--- src/rtl/kp_gaussian_mac.sv ---
// kp_gaussian_mac
//   Applies a 3x3 Gaussian kernel [1 2 1; 2 4 2; 1 2 1]/16 to each 3-row
//   window from kp_kernel_control. The pipeline has three register stages.
//   Line and frame position flags travel through the pipe alongside the data.
//   Optional feature macro: KP_GAUSS_ROUND_EN. When defined, the output is
//   rounded half-up and saturated. When undefined, the output is truncated.
module kp_gaussian_mac #(
  parameter int unsigned LINE_LENGTH = 640,
  parameter int unsigned LINE_COUNT  = 480,
  parameter int unsigned DATA_WIDTH  = 8
) (
  input  logic                      i_clk,
  input  logic                      i_rst,
  input  logic [3*DATA_WIDTH-1:0]   i_r0_data,
  input  logic [3*DATA_WIDTH-1:0]   i_r1_data,
  input  logic [3*DATA_WIDTH-1:0]   i_r2_data,
  input  logic                      i_valid,
  output logic [DATA_WIDTH-1:0]     o_data,
  output logic                      o_valid,
  output logic                      o_sol,
  output logic                      o_eol,
  output logic                      o_sof,
  output logic                      o_eof
);

  localparam int unsigned W      = DATA_WIDTH;
  localparam int unsigned PIX_W  = (LINE_LENGTH > 1) ? $clog2(LINE_LENGTH) : 1;
  localparam int unsigned LINE_W = (LINE_COUNT  > 1) ? $clog2(LINE_COUNT)  : 1;
  localparam logic [PIX_W-1:0]  PIX_LAST  = PIX_W'(LINE_LENGTH - 1);
  localparam logic [LINE_W-1:0] LINE_LAST = LINE_W'(LINE_COUNT - 1);

  // Flag vector order: {sol, eol, sof, eof}
  logic [PIX_W-1:0]  pix;
  logic [LINE_W-1:0] line;
  logic [3:0]        in_flags;

  logic              s1_valid;
  logic [W+1:0]      s1_h0, s1_h1, s1_h2;
  logic [3:0]        s1_flags;

  logic              s2_valid;
  logic [W+3:0]      s2_v;
  logic [3:0]        s2_flags;

  logic [W-1:0]      s3_result;
  logic              s3_valid;
  logic [3:0]        s3_flags;

  // Horizontal weighting l + 2c + r of one packed row (left in the top bits).
  function automatic logic [W+1:0] hsum(input logic [3*W-1:0] row);
    return {2'b00, row[3*W-1:2*W]} + {1'b0, row[2*W-1:W], 1'b0} + {2'b00, row[W-1:0]};
  endfunction

  // Position counters advance once per accepted window.
  always_ff @(posedge i_clk) begin
    if (i_rst) begin
      pix  <= '0;
      line <= '0;
    end else if (i_valid) begin
      if (pix == PIX_LAST) begin
        pix  <= '0;
        line <= (line == LINE_LAST) ? '0 : line + 1'b1;
      end else begin
        pix <= pix + 1'b1;
      end
    end
  end

  // Build the position flags of the window being accepted this cycle.
  always_comb begin
    in_flags    = '0;
    in_flags[3] = (pix == '0);
    in_flags[2] = (pix == PIX_LAST);
    in_flags[1] = (pix == '0) && (line == '0);
    in_flags[0] = (pix == PIX_LAST) && (line == LINE_LAST);
  end

  // Stage 1: horizontal sums for each row.
  always_ff @(posedge i_clk) begin
    if (i_rst) begin
      s1_valid <= 1'b0;
      s1_h0    <= '0;
      s1_h1    <= '0;
      s1_h2    <= '0;
      s1_flags <= '0;
    end else begin
      s1_valid <= i_valid;
      if (i_valid) begin
        s1_h0    <= hsum(i_r0_data);
        s1_h1    <= hsum(i_r1_data);
        s1_h2    <= hsum(i_r2_data);
        s1_flags <= in_flags;
      end
    end
  end

  // Stage 2: vertical weighting h0 + 2*h1 + h2.
  always_ff @(posedge i_clk) begin
    if (i_rst) begin
      s2_valid <= 1'b0;
      s2_v     <= '0;
      s2_flags <= '0;
    end else begin
      s2_valid <= s1_valid;
      if (s1_valid) begin
        s2_v     <= {2'b00, s1_h0} + {1'b0, s1_h1, 1'b0} + {2'b00, s1_h2};
        s2_flags <= s1_flags;
      end
    end
  end

`ifdef KP_GAUSS_ROUND_EN
  logic [W:0] rnd_q;

  // Normalise by 16 with round-half-up, clamping to full scale.
  always_comb begin
    rnd_q     = (W+1)'(({1'b0, s2_v} + (W+5)'(8)) >> 4);
    s3_result = rnd_q[W] ? '1 : rnd_q[W-1:0];
  end
`else
  // Normalise by 16 with truncation.
  always_comb begin
    s3_result = W'(s2_v >> 4);
  end
`endif

  // Stage 3: output register.
  always_ff @(posedge i_clk) begin
    if (i_rst) begin
      s3_valid <= 1'b0;
      o_data   <= '0;
      s3_flags <= '0;
    end else begin
      s3_valid <= s2_valid;
      if (s2_valid) begin
        o_data   <= s3_result;
        s3_flags <= s2_flags;
      end
    end
  end

  assign o_valid = s3_valid;
  assign o_sol   = s3_valid & s3_flags[3];
  assign o_eol   = s3_valid & s3_flags[2];
  assign o_sof   = s3_valid & s3_flags[1];
  assign o_eof   = s3_valid & s3_flags[0];

endmodule

--- config.mk ---
export PLATFORM = sky130hd
export DESIGN_NAME = kp_gaussian_mac
export DESIGN_NICKNAME = d
export VERILOG_FILES = /design/src/rtl/kp_gaussian_mac.sv
export SDC_FILE = /design/constraint.sdc
export NUM_CORES = 1
export LEC_CHECK = 0
export ABC_AREA = 1
export ABC_CLOCK_PERIOD_IN_PS = 2100
export CAP_MARGIN = 0
export CORE_MARGIN = 3
export CORE_UTILIZATION = 30
export CTS_CLUSTER_DIAMETER = 80
export DETAILED_ROUTE_END_ITERATION = 6
export RECOVER_POWER = 50
export SETUP_SLACK_MARGIN = 0.15
export SKIP_CTS_REPAIR_TIMING = 1
export SLEW_MARGIN = 20
export SYNTH_ARGS = -nofsm -noshare
export SYNTH_HDL_FRONTEND = slang
export SYNTH_SLANG_ARGS = --single-unit
--- constraint.sdc ---
create_clock -name i_clk -period 2.1 [get_ports i_clk]
set_clock_uncertainty 0.05 [all_clocks]
set_input_delay 0.42 -clock i_clk [delete_from_list [all_inputs] [get_ports i_clk]]
set_output_delay 0.42 -clock i_clk [all_outputs]
set_load 0.02 [all_outputs]
==> impl_metrics.tcl <==
set metrics [dict create \
    intPower_mw 3.88 \
    hpwl_um 8780 \
    clk-insertion-delay-late_ns 0.33 \
    die-height_um 137 \
    maxSlewViolCount 0 \
    first_pass_iters 4 \
    cts_num_sinks 80 \
    clockBufferDepth 2 \
    rsz0062_at_grt "yes" \
    grt_pass1_wl_um 19300 \
    max_freq_mhz 488 \
    slew_headroom_pct 71.6 \
    grt.total_usage_pct 12.5 \
    antenna_found_initial 0 \
    cts_root_buffer "clkbuf_16" \
    cts_buffers 9 \
    total_power_mw 5.65 \
    tns_ns 0 \
    vias 4629 \
    n_antenna_cell 0 \
    timing.rr.start "s1_h1[2]" \
    clk_pin_slew_ns 0.06 \
    arrival_ns 2.22 \
    hold_start "s1_flags[1]" \
    hp-class "register to register" \
    routed_wl_um 11900 \
    finalWorstSetupSlack_ns 0.0511 \
    seq_area_frac_synth_pct 31.1 \
    ys_warn_count 0 \
    drtIter0Drc 233 \
    tightest_slew_ns 0.423 \
    initial_utilization_pct 30.8 \
    grt_pass1_vias 4320 \
    fp-row-count 47 \
    ios 88 \
    p_per_area_mw_per_mm2 735 \
    synthToLayoutAreaGrowth_pct 49.1 \
    numPortBuffers 87 \
    h-tree-depth 3 \
    p_comb_share_pct 39.3 \
    timing.final.crit_period_ns 2.05 \
    drc 0 \
    wl_per_cell_um 11.6 \
    setup_viol 0 \
    drive_gt1_share_pct 21.8 \
    ys_ff_latch 80 \
    leakagePower_nw 3.90 \
    synth_fp_nets 823 \
    finalHoldViolCount 0 \
    pre_cts_ws_ns -0.744 \
    cp-end-kind "register" \
    final.period_utilization_pct 97.6 \
    pwr-share-seq_pct 30.5 \
    status "finished clean" \
    hold_path_end "s1_flags[1]" \
    power_frac_clock_pct 30.2 \
    criticalPathCategory "register to register" \
    start_kind "register" \
    slowest_stage "fa_1" \
    syn_area_per_cell_sq_um 7.63 \
    syn_area_sq_mm 0.00515 \
    switching_share_pct 31.3 \
    crit_required_ns 2.27 \
    cap_viol_max_count 0 \
    cp_cell_sequence "fa_1 > ha_4 > nand2_1 > nor2_1 > nand2_1 > nand2_2 > o21ai_0 > a21oi_1 > nor2_1" \
    grt_max_degree 43 \
    core_area_sq_mm 0.0167 \
    antenna_left 0 \
    gp_congestion 0.829 \
    switchingPower_mw 1.77 \
    crit_path_max_fanout 4 \
    ir_worst_vdd_mv 0.467 \
    overflow 0 \
    reg2reg_depth 9 \
    syn_inst 675 \
    die_x_um 137 \
    rr_endpoint "s2_v[7]" \
    crit_path_max_incr_delay_ns 0.54 \
    vias_per_cell 4.51 \
    dieArea_sq_mm 0.0188 \
    r2r_slack_ns 0.05 \
    whs_path_depth 2 \
    fin_nets 949 \
    ys_types 28 \
    cts_tree "built" \
]
-- cell families after synthesis --
logic type,after synthesis,share of synthesized area (%)
AND/OR/NAND/NOR,262,21.2
AO/OA/AOI/OAI,128,13.5
buffers and inverters,113,8.43
flip-flops,80,31.1
adder cells (fa/ha/maj),73,22.5
XOR/XNOR,19,3.23
-- layout by cell type (no fill, tap or decap), types with 2 or more instances in the layout --
master / netlist / layout
inv_2: 1 / 8
nor2_2: 1 / 4
dlymetal6s2s_1: 0 / 60
dfxtp_2: 0 / 6
nand3_1: 32 / 22
dfxtp_4: 0 / 2
buf_8: 0 / 2
o21ai_1: 0 / 12
clkinv_8: 0 / 2
ha_4: 0 / 26
a21oi_1: 45 / 39
clkbuf_2: 0 / 3
fa_1: 33 / 26
buf_4: 0 / 44
nand2_1: 83 / 66
ha_1: 40 / 13
bufinv_16: 0 / 2
a31oi_1: 6 / 4
nand2_2: 2 / 18
clkbuf_16: 0 / 9
o21bai_1: 5 / 4
xnor2_1: 3 / 3
a21oi_2: 0 / 5
nor2_1: 121 / 117
a21boi_2: 0 / 5
o21ai_0: 59 / 46
nor3_1: 7 / 7
buf_6: 1 / 5
clkinv_2: 0 / 2
inv_1: 92 / 81
nand3_2: 0 / 8
clkbuf_8: 0 / 2
a31oi_2: 0 / 2
fa_2: 0 / 7
nand3_4: 0 / 2
nand4_1: 13 / 13
clkdlybuf4s50_1: 0 / 20
xor2_1: 16 / 16
dfxtp_1: 80 / 72
a21o_1: 7 / 7
-- cell usage after synthesis --
master,number,area [sq um]
a21o_1,7,52.6
buf_2,2,10.0
nor3_4,1,16.3
nor2_1,121,454
o21ai_0,59,295
xor2_1,16,140
nand4_1,13,81.3
a31oi_1,6,37.5
ha_1,40,500
nand2_1,83,312
dfxtp_1,80,1600
buf_6,1,11.3
a41oi_1,1,8.76
nand3b_1,1,7.51
inv_2,1,3.75
buf_1,1,3.75
nand2_2,2,12.5
o21bai_1,5,37.5
nor3b_1,1,7.51
xnor2_1,3,26.3
nand3_1,32,160
a21oi_1,45,225
fa_1,33,661
a21boi_0,5,37.5
nor3_1,7,35.0
nor2_2,1,6.26
inv_1,92,345
clkbuf_1,16,60.1
-- area by class of cell --
cell class | count | area, sq um
clock buffer | 11 | 253
clock inverter | 5 | 78.8
fill | 1618 | 9020
inverter | 93 | 384
multi-input combinational | 482 | 3670
sequential | 80 | 1620
tap | 220 | 275
timing repair buffer | 135 | 1400
-- worst max-delay path: cells and delay by family (launching register included) --
family / cells / cell delay (ns)
and+or+nand+nor: 5 / 0.39
AOI/OAI and AO/OA: 2 / 0.26
adders and majority gates: 2 / 0.88
DFF: 1 / 0.34
-- power by group through the flow --
stage	clock network (mW)	logic, mW	registers [mW]
global placement	0	1.74	1.75
global route	1.83	2.49	1.74
CTS	1.75	1.76	1.72
detailed placement	0	1.74	1.75
finish	1.71	2.22	1.72
floorplan	0	1.10	1.73
-- state kept, by name, indices dropped and copies added, names as in the netlist, 4 cells and up --
signal / count
s3_flags: 4
s2_flags: 4
o_data: 8
s1_h1: 10
s2_v: 8
s1_h2: 10
s1_h0: 10
pix: 10
s1_flags: 4
line: 9
-- how the worst max path moves through the flow --
stage                        startpoint  endpoint  slack, ns  depth (start not counted)
after CTS                 i_r0_data[17]  s1_h0[7]      -0.39                         11
after global routing           s1_h1[2]  s2_v[10]      -0.06                         10
after global placement     i_r2_data[1]  s1_h2[7]      -0.72                         11
after floorplan           i_r1_data[17]  s1_h1[7]      -0.08                         10
final                          s1_h1[2]   s2_v[7]       0.05                          9
after detailed placement   i_r2_data[1]  s1_h2[7]      -0.74                         11
-- routing by layer --
| metal | wire [um] | track usage, % | part of all wire [%] |
|---|---|---|---|
| met1 | 5570 | 16.1 | 47 |
| met2 | 5690 | 21.3 | 48 |
| met3 | 417 | 2.87 | 3.5 |
| met4 | 231 | 2.88 | 1.9 |
| met5 | 0 | 0 | 0 |
-- metrics by stage --
stage,util (%),hold WS [ns],instances,cell area [sq um]
after detailed placement,40.0,0.413,1003,6670
after global placement,40.0,0.408,1003,6670
final,46.0,0.422,1026,7680
after CTS,41.9,0.424,1019,7010
after floorplan,-,0.393,675,5290
after global routing,46.0,0.449,1026,7680
No activity file was read; power rests on OpenSTA's default activity.
